## src/rtl/pwm_ramp_output.sv

```systemverilog
// Multi-channel PWM output stage: slew-limited level ramping, stop override, period-aligned duty.
// Optional feature macro PWMOUT_RAMP_EN: when undefined, applied levels follow targets directly.
module pwm_ramp_output #(
    parameter int CH       = 2,
    parameter int LEVEL_W  = 3,
    parameter int PWM_W    = 8,
    parameter int RAMP_DIV = 1024
) (
    input  logic                  clk,
    input  logic                  reset,
    input  logic                  load,
    input  logic                  stop,
    input  logic [CH*LEVEL_W-1:0] level_in,
    output logic [CH-1:0]         pwm_out,
    output logic [CH*LEVEL_W-1:0] level_now,
    output logic                  settled
);
    localparam int               SHIFT   = PWM_W - LEVEL_W;
    localparam logic [PWM_W-1:0] CNT_MAX = {PWM_W{1'b1}};

    if (LEVEL_W > PWM_W) begin : g_bad_width
        $error("LEVEL_W must not exceed PWM_W");
    end
    if (RAMP_DIV < 1) begin : g_bad_div
        $error("RAMP_DIV must be at least 1");
    end

    logic [LEVEL_W-1:0] target_q  [CH];
    logic [LEVEL_W-1:0] target_d  [CH];
    logic [LEVEL_W-1:0] applied_q [CH];
    logic [LEVEL_W-1:0] applied_d [CH];
    logic [PWM_W-1:0]   duty_q    [CH];
    logic [PWM_W-1:0]   duty_d    [CH];
    logic [CH-1:0]      pwm_q;
    logic [CH-1:0]      pwm_d;
    logic [CH-1:0]      match;
    logic [PWM_W-1:0]   pwm_cnt_q;
    logic [PWM_W-1:0]   pwm_cnt_d;
    logic               settled_q;
    logic               settled_d;
    logic               pwm_wrap;

`ifdef PWMOUT_RAMP_EN
    localparam int               PRE_W   = (RAMP_DIV > 1) ? $clog2(RAMP_DIV) : 1;
    localparam logic [PRE_W-1:0] PRE_MAX = PRE_W'(RAMP_DIV - 1);

    logic [PRE_W-1:0] pre_q;
    logic [PRE_W-1:0] pre_d;
    logic             ramp_tick;

    // Free-running: load and stop never realign the tick phase.
    assign ramp_tick = (pre_q == PRE_MAX);
    assign pre_d     = ramp_tick ? '0 : pre_q + 1'b1;

    always_ff @(posedge clk) begin
        if (reset) begin
            pre_q <= '0;
        end else begin
            pre_q <= pre_d;
        end
    end
`endif

    assign pwm_wrap  = (pwm_cnt_q == CNT_MAX);
    assign pwm_cnt_d = pwm_cnt_q + 1'b1;
    assign settled_d = &match;

    for (genvar gi = 0; gi < CH; gi++) begin : g_ch
        assign target_d[gi] = stop ? '0 :
                              load ? level_in[gi*LEVEL_W +: LEVEL_W] :
                                     target_q[gi];
`ifdef PWMOUT_RAMP_EN
        assign applied_d[gi] = !ramp_tick                     ? applied_q[gi] :
                               (applied_q[gi] < target_q[gi]) ? applied_q[gi] + 1'b1 :
                               (applied_q[gi] > target_q[gi]) ? applied_q[gi] - 1'b1 :
                                                                applied_q[gi];
`else
        assign applied_d[gi] = target_q[gi];
`endif
        // Duty only moves at the period boundary so a pulse is never cut or stretched.
        assign duty_d[gi] = pwm_wrap ? (PWM_W'(applied_q[gi]) << SHIFT) : duty_q[gi];
        assign pwm_d[gi]  = (pwm_cnt_q < duty_q[gi]);
        assign match[gi]  = (applied_q[gi] == target_q[gi]);
        assign level_now[gi*LEVEL_W +: LEVEL_W] = applied_q[gi];

        always_ff @(posedge clk) begin
            if (reset) begin
                target_q[gi]  <= '0;
                applied_q[gi] <= '0;
                duty_q[gi]    <= '0;
            end else begin
                target_q[gi]  <= target_d[gi];
                applied_q[gi] <= applied_d[gi];
                duty_q[gi]    <= duty_d[gi];
            end
        end
    end

    always_ff @(posedge clk) begin
        if (reset) begin
            pwm_cnt_q <= '0;
            pwm_q     <= '0;
            settled_q <= 1'b1;
        end else begin
            pwm_cnt_q <= pwm_cnt_d;
            pwm_q     <= pwm_d;
            settled_q <= settled_d;
        end
    end

    assign pwm_out = pwm_q;
    assign settled = settled_q;
endmodule

```

## config.mk

```make
export PLATFORM = sky130hd
export DESIGN_NAME = pwm_ramp_output
export DESIGN_NICKNAME = d
export VERILOG_FILES = /design/src/rtl/pwm_ramp_output.sv
export SDC_FILE = /design/constraint.sdc
export NUM_CORES = 1
export LEC_CHECK = 0
export CORE_UTILIZATION = 25
export DETAILED_ROUTE_END_ITERATION = 10
export GPL_TIMING_DRIVEN = 0
export PLACE_DENSITY_LB_ADDON = 0.05
export RECOVER_POWER = 25
export SLEW_MARGIN = 25
export SYNTH_ARGS = -nofsm -noshare
export SYNTH_HDL_FRONTEND = slang
export SYNTH_SLANG_ARGS = --single-unit
```

## constraint.sdc

```tcl
create_clock -name clk -period 1.1 [get_ports clk]
set_input_delay 0.33 -clock clk [delete_from_list [all_inputs] [get_ports clk]]
set_output_delay 0.33 -clock clk [all_outputs]
set_load 0.02 [all_outputs]
```

==> results.ini, run 1 <==
[run_status]
status=finished with violations
violations=negative setup slack

[clock_network]
clockBufferDepth=2
cts_buffers=5
clkTransAtPathRegs_ns=0.06
cts_tree=built
htreeDepth=2
insertion_delay_ns=0.28
clkSinkCount=29
cts_root_buffer=clkbuf_8
cts_hold_buf=0

[sta]
whs_ns=0.4726
final.setup.tns_ns=-0.04420
relSlewSlack_pct=72.61
finalClockSkew_ns=0.003309
worst_pin_slew_ns=0.4109
period_share_pct=103.3
setup_viol=4
report.final.slew_viol_count=0
hold_viol_final=0
max_freq_mhz=880.3
period_needed_ns=1.136
grt_setup_unrepaired=true
fin_ws_ns=-0.03602

[grt]
grt_pass1_vias=899
grt_max_degree=11
track_usage_pct=11.09
antenna_found_initial=0
grt_overflow=0
grt_pass1_wl_um=4174

[floorplanning]
die_area_um2=5122
pin_count=19
placementRows=24
die_w_um=71.57
fp.dieH_um=71.57
start_util_pct=26.86
coreArea_um2=4504

[placed_design]
postPlaceCellArea_um2=1460
dp.cells=189
gp_congestion=0.6291
portBuffers=17
dp_hpwl_um=1798

[hold_path]
hold_depth=2
hold_end=duty_q[0][7]
min_from=duty_q[0][7]
hp-class=register to register

[route]
drc_errors=0
drt-vias-per-instance=4.364
ant_nets=0
via_count=899
wl_um=2545
first_pass_iters=3
drtIter0Drc=32
avgRoutedWirePerCell_um=12.35

[setup_path]
cp-end-kind=register
crit_chain=buf_4 -> ha_4 -> a21o_1 -> a211oi_2
reg2reg_from=pwm_cnt_q[6]
crit_start=pwm_cnt_q[6]
start_kind=register
reg2regPathDepth=4
ff2ff_setup_slack_ns=-0.04
cp_max_fo=6
path_class=register to register
cp_num_buf_inv=1
r2r_end=pwm_out[0]
arrival_ns=1.34
critical_path_required_ns=1.30
crit_family=flip-flops
max_stage_delay_ns=0.37
slowest_stage=dfxtp_4

[finish]
fin_cells=206
drive_gt1_share_pct=35.71
area_delta_synth_final_pct=43.33
stdcell_area_um2=1734
fin_util_pct=38.50
n_antenna_cell=0
final_nets=168

[synth]
async_flop_share_pct=0
synthesis.instances=120
synth_edf_count=0
synth_fp_nets=135
post_synth.cell_area_avg_um2=10.08
ys_seq_elements=29
yosys-top-cells-area=dfxtp_1 (48%), mux2i_1 (9.9%), nand2b_1 (7.2%), ha_1 (5.2%), xor2_1 (4.3%)
netlist_top_cells_count=dfxtp_1 (29), nand2b_1 (14), mux2i_1 (12), nor2_1 (10), nor2b_1 (7)
synth_ff_type=dfxtp_1
yosysWarnings=0
synth_largest_area_cell=dfxtp_1
synth_top_area_share_pct=47.98
ys_seq_area_share_pct=47.98
synth_most_common_cell=dfxtp_1
synth.distinct_cells=22
syn_area_um2=1210

[pwr]
peakVddDrop_mv=0.5025
powerDensity_nw_per_um2=1289
p_leak_nw=0.6627

[flow_run]
drv_cap=0

[cell type report]
cell class,count,area [um^2]
Fill cell,455,2770
Buffer,5,38.79
Sequential cell,29,621.8
Clock buffer,7,96.34
Inverter,5,18.77
Multi-Input combinational cell,81,656.9
Tap cell,52,65.06
Timing Repair Buffer,26,231.5
Clock inverter,1,5.005
[worst min-delay path, delay by kind of cell, from the launching register on]
kind             cells  cell delay [ns]
DFF                  1             0.31
and+or+nand+nor      1             0.06
muxes                1             0.06
[stage by stage]
stage / worst slack [ns] / power, mW
finish: -0.03602 / 2.236
CTS: -0.03989 / 2.279
global placement: -0.7209 / 1.279
global route: -0.09759 / 2.363
floorplan: 0.002217 / 1.211
detailed placement: -0.7578 / 1.283
[how the worst max path moves through the flow]
stage | to | depth (start not counted)
global placement | pwm_out[0] | 4
floorplan | pwm_cnt_q[7] | 3
detailed placement | pwm_out[0] | 4
CTS | duty_q[0][6] | 4
finish | pwm_out[0] | 4
global route | duty_q[1][6] | 4
[per-layer routing]
metal | vias up | GRT usage (%) | part of all wire (%)
met2 | 21 | 16.83 | 45
met1 | 414 | 13.14 | 49
li1 | 462 | - | -
met5 | - | 0 | 0
met3 | 2 | 5.345 | 5.5
met4 | 0 | 5.447 | 0.67
[power by group]
| group | internal [mW] | total [mW] | leakage, nW | switching [mW] |
|---|---|---|---|---|
| sequential | 1.06 | 1.09 | 0.245 | 0.0251 |
| combinational | 0.107 | 0.182 | 0.364 | 0.0750 |
| clock | 0.564 | 0.965 | 0.0542 | 0.401 |
[flip-flops by register name (all words and copies together) (netlist names)]
register	flops
applied_q	6
duty_q	6
settled	1
pwm_out	2
target_q	6
pwm_cnt_q	8
[placed cells by master (no fill, tap or decap), drive strengths merged]
cell            n
a211oi          2
a21o            2
a21oi           3
a31o            1
buf            18
clkbuf         12
clkdlybuf4s50   7
clkinv          1
dfxtp          29
dlygate4sd2     1
ha              5
inv             5
mux2i          12
nand2           1
nand2b         14
nand3           5
nand4           1
nor2           11
nor2b           7
nor4            1
o21ai           3
or2             1
or3             3
xnor2           3
xor2            6
[cells by family (layout without fill, tap and decap cells)]
kind of cell / count (synthesis) / count (layout) / share of synthesized area, %
simple gates: 44 / 44 / 21.61
mux: 12 / 12 / 9.928
xor+xnor: 9 / 9 / 6.515
buf+inv: 10 / 44 / 3.103
flops: 29 / 29 / 47.98
fa+ha+maj: 5 / 5 / 5.171
compound gates: 11 / 11 / 5.686
[what timing repair did]
item / in CTS / in global routing
resized for setup: 72 / 15
endpoints found under the setup margin: 37 / 19
cloned: 0 / 0
pin swaps: 5 / 9
setup buffers: 6 / 3
(Power assumes the default switching activity.)
==> run 2, diff against run 1 <==
--- a/config.mk
+++ b/config.mk
@@ -5,7 +5,7 @@
 export SDC_FILE = /design/constraint.sdc
 export NUM_CORES = 1
 export LEC_CHECK = 0
-export CORE_UTILIZATION = 25
+export CORE_UTILIZATION = 46
 export DETAILED_ROUTE_END_ITERATION = 10
 export GPL_TIMING_DRIVEN = 0
 export PLACE_DENSITY_LB_ADDON = 0.05
==> run 2 against run 1 <==
Effect of this change:
- the flow still finishes with violations (negative setup slack)
- sequential power is essentially flat
- via count shrank 2.3%
- routed wire length shrank 9.4%
- utilization grew 30 points
- non-clock buffer count shrank 1
- combinational power grew 4%
- sequential cell count is the same
- sequential share of layout area grew 0.72 points
- count of clock-buffer cells in the layout is the same
- global-route usage grew 8.5 points
- first-iteration DRC count shrank 66%
- largest cell class unchanged
==> results.ini, run 2 (same netlist as run 1, synthesis figures left out) <==
[run_status]
status=finished with violations
violations=negative setup slack

[placed_design]
portBuffers=17
gp_congestion=0.6799
dp_hpwl_um=1559
postPlaceCellArea_um2=1433
dp.cells=167
post-place-ws_ns=-0.7122

[route]
first_pass_iters=4
avgRoutedWirePerCell_um=12.68
drc_errors=0
drt-vias-per-instance=4.824
drtIter0Drc=11
wl_um=2307
via_count=878
ant_nets=0

[floorplanning]
die_area_um2=2839
placementRows=18
die_w_um=53.29
fp.dieH_um=53.29
pin_count=19
start_util_pct=48.84
coreArea_um2=2477

[pwr]
peakVddDrop_mv=0.8679
p_leak_nw=0.6513
p_switching_uw=440.2
p_comb_share_pct=9.9
power_frac_seq_pct=56.7
switching_share_pct=22.96
powerDensity_nw_per_um2=1123
clkPwrFrac_pct=33.4
cell_internal_pwr_mw=1.477

[setup_path]
path_class=register to output pin
reg2regPathDepth=3
crit_path_end=level_now[1]
slowest_stage=dfxtp_4
cp_num_buf_inv=1
cp_max_fo=3
path_depth=1
critical_path_required_ns=0.77
max_stage_delay_ns=0.36
crit_start=applied_q[0][1]
start_kind=register
r2r_end=pwm_cnt_q[6]
crit_family=flip-flops
crit_chain=buf_6
cp-end-kind=output pin
arrival_ns=0.80
ff2ff_setup_slack_ns=-0.02
reg2reg_from=pwm_cnt_q[3]

[sta]
hold_viol_final=0
finalClockSkew_ns=0.008708
max_freq_mhz=888.0
relSlewSlack_pct=72.58
report.final.slew_viol_count=0
grt_setup_unrepaired=true
setup_viol=11
period_needed_ns=1.126
fin_ws_ns=-0.02619
period_share_pct=102.4
worst_pin_slew_ns=0.4113

[flow_run]
drv_cap=0

[clock_network]
cts_buffers=5
clkSinkCount=29
cts_root_buffer=clkbuf_4
insertion_delay_ns=0.32
cts_hold_buf=0
clockBufferDepth=2
cts_tree=built
htreeDepth=2
clkTransAtPathRegs_ns=0.09

[finish]
area_delta_synth_final_pct=41.06
final_nets=167
multi_input_area_um2=688.2
mostFrequentLayoutCells=nand2b_1 (14), mux2i_1 (12), dfxtp_2 (11)
n_antenna_cell=0
fin_cells=182
regArea_um2=624.3
stdcell_area_um2=1707
fin_util_pct=68.89
largest-register=pwm_cnt_q
largest_register_ffs=8
final_common_cell=nand2b_1
num-fill-cells=206
drive_gt1_share_pct=41.45

[hold_path]
hp-class=register to register

[grt]
grt_pass1_vias=911
grt_overflow=0
grt_max_degree=11
grt_pass1_wl_um=3843
track_usage_pct=19.56
antenna_found_initial=0

## run 2: final cells by class
class | count | share of cell area, %
sequential | 29 | 36.58
timing repair buffer | 26 | 14.52
buffer | 4 | 2.053
inverter | 5 | 1.100
tap | 30 | 2.199
multi-input combinational | 81 | 40.32
clock buffer | 7 | 3.226
## run 2: metrics by stage
step	TNS, ns	power, mW	hold slack [ns]
2_1_floorplan	0	1.211	0.4434
3_3_place_gp	-14.02	1.275	0.4608
3_5_place_dp	-14.70	1.279	0.4676
4_1_cts	-0.3607	1.934	0.4788
5_1_grt	-0.8350	2.007	0.4952
6_report	-0.1853	1.917	0.4778
## run 2: timing repair
item,CTS,global route
setup endpoints to repair,25,22
resized for setup,89,12
pin swaps,9,2
buffers inserted,7,2
## run 2: power by group through the flow
stage	registers [mW]	logic, mW	clock network, mW
floorplan	1.13	0.0773	0
global placement	1.13	0.148	0
detailed placement	1.13	0.151	0
CTS	1.09	0.189	0.656
global route	1.09	0.209	0.707
finish	1.09	0.190	0.640
## run 2: layer usage
layer	global-route usage, %	part of all wire (%)	vias to the layer above
met1	19.69	43	398
met3	6.034	2.9	2
li1	-	-	459
met5	0	0	-
met2	35.83	54	19
met4	9.211	0.74	0
## run 2: worst min path at each step
stage | startpoint | cells after the start | end | slack, ns
2_1_floorplan | pwm_cnt_q[0] | 1 | pwm_cnt_q[0] | 0.44
3_3_place_gp | duty_q[0][6] | 2 | duty_q[0][6] | 0.46
3_5_place_dp | pwm_cnt_q[0] | 1 | pwm_cnt_q[0] | 0.47
4_1_cts | duty_q[1][5] | 2 | duty_q[1][5] | 0.48
5_1_grt | duty_q[1][5] | 2 | duty_q[1][5] | 0.50
6_report | duty_q[1][5] | 2 | duty_q[1][5] | 0.48
==> run 3, diff against run 2 <==
==> constraint.sdc (replaced) <==
create_clock -name clk -period 1.01 [get_ports clk]
set_input_delay 0.303 -clock clk [delete_from_list [all_inputs] [get_ports clk]]
set_output_delay 0.303 -clock clk [all_outputs]
set_load 0.02 [all_outputs]
==> run 3 against run 2 <==
Effect of this change:
- sequential power is 9% higher
- highest routed layer unchanged
- cell area is 2.2% lower
- the run still ends with negative setup slack left
- largest cell class unchanged
- critical endpoint is now duty_q[0][7]
- total power up 9.0%
- count of clock-buffer cells in the layout unchanged
==> results.ini, run 3 (same netlist as run 1, synthesis figures left out) <==
[run_status]
status=finished with violations
violations=negative setup slack

[finish]
drive_gt1_share_pct=38.67
largest-register=pwm_cnt_q
stdcell_area_um2=1669
largest_register_ffs=8
final_nets=165
n_antenna_cell=0
mostFrequentLayoutCells=nand2b_1 (14), mux2i_1 (12), dfxtp_2 (11)
final_common_cell=nand2b_1
area_delta_synth_final_pct=37.95

[clock_network]
cts_buffers=5
insertion_delay_ns=0.32
htreeDepth=2
clkTransAtPathRegs_ns=0.09
cts_hold_buf=0
cts_root_buffer=clkbuf_4
cts_tree=built
clkSinkCount=29
clockBufferDepth=2

[sta]
fin_ws_ns=-0.1308
grt_setup_unrepaired=true
hold_viol_final=0
report.final.slew_viol_count=0
period_needed_ns=1.141
max_freq_mhz=876.5
finalClockSkew_ns=0.005547
setup_viol=21
worst_pin_slew_ns=0.4257
period_share_pct=113.0
relSlewSlack_pct=71.62

[floorplanning]
die_area_um2=2839
pin_count=19
coreArea_um2=2477
placementRows=18
die_w_um=53.29
fp.dieH_um=53.29
start_util_pct=48.84

[placed_design]
dp_hpwl_um=1532
gp_congestion=0.6622
portBuffers=17
postPlaceCellArea_um2=1450
post-place-ws_ns=-0.7579

[setup_path]
arrival_ns=1.39
cp_max_fo=6
critical_path_required_ns=1.26
path_class=register to register
cp-end-kind=register
start_kind=register

[flow_run]
drv_cap=0

[route]
met1_length_um=971
wl_met3_um=101
top_layer=met4
via_count=894
avgRoutedWirePerCell_um=12.84
first_pass_iters=4
ant_nets=0
dr_wl_met2_um=1193
drtIter0Drc=7
drc_errors=0
wl_um=2311
drt-vias-per-instance=4.967

[grt]
grt_overflow=0
antenna_found_initial=0
track_usage_pct=18.69
grt_max_degree=11
grt_pass1_wl_um=3588
grt_pass1_vias=818

[pwr]
cell_internal_pwr_mw=1.605
total_power_mw=2.089
powerDensity_nw_per_um2=1252
power_frac_seq_pct=56.7
switching_share_pct=23.18
peakVddDrop_mv=1.093
p_leak_nw=0.6356
p_switching_uw=484.3
p_comb_share_pct=9.6
clkPwrFrac_pct=33.7

[hold_path]
hp-class=primary input to register

==> run 3: cell type report <==
| cell class | instances | area [um^2] |
|---|---|---|
| plain buffers | 4 | 35.03 |
| flip-flops and latches | 29 | 624.3 |
| fillers | 185 | 808.3 |
| multi-input cells | 81 | 665.6 |
| inverters | 5 | 18.77 |
| repair buffers | 24 | 232.7 |
| clock buffers | 7 | 55.05 |
| well taps | 30 | 37.54 |
==> run 3: path summary, 6_finish.rpt <==
check | endpoint | depth (start not counted) | from | slack [ns]
max | duty_q[0][7] | 4 | pwm_cnt_q[6] | -0.13
min reg2reg | duty_q[1][7] | 2 | duty_q[1][7] | 0.48
max reg2reg | duty_q[0][7] | 4 | pwm_cnt_q[6] | -0.13
min | target_q[1][2] | 3 | load | 0.45
==> run 3: worst max-delay path, cell delays in order (launching register included) <==
cell and delay, ns:
dfxtp_4 0.40, buf_4 0.13, nand3_4 0.08, nor2_4 0.22, mux2i_1 0.24
==> run 3: repair_timing <==
action                                  in CTS  in global routing
pin swaps                                    4                  3
buffers inserted                             4                  3
gates resized for setup                     76                 12
endpoints found under the setup margin      38                 21
==> run 3: metal layers <==
| layer | global-route usage [%] | vias up |
|---|---|---|
| met4 | 9.211 | 0 |
| li1 | - | 458 |
| met3 | 7.759 | 5 |
| met2 | 31.67 | 21 |
| met1 | 19.58 | 410 |
| met5 | 0 | - |
==> run 3: stage by stage <==
step	hold WS, ns	TNS, ns	cells	util [%]
final	0.4520	-1.693	180	67.37
after global routing	0.4757	-2.630	180	67.37
after CTS	0.4508	-2.016	177	64.60
after detailed placement	0.4652	-16.94	167	58.54
after global placement	0.4612	-16.33	167	58.54
after floorplan	0.4434	-0.1468	120	-
==> run 3: power by group through the flow <==
stage                     Combinational [mW]  Clock (mW)  Sequential, mW
after detailed placement               0.165           0            1.23
final                                  0.200       0.704            1.19
after global placement                 0.162           0            1.23
after CTS                              0.195       0.721            1.19
after floorplan                       0.0852           0            1.23
after global routing                   0.217       0.777            1.19
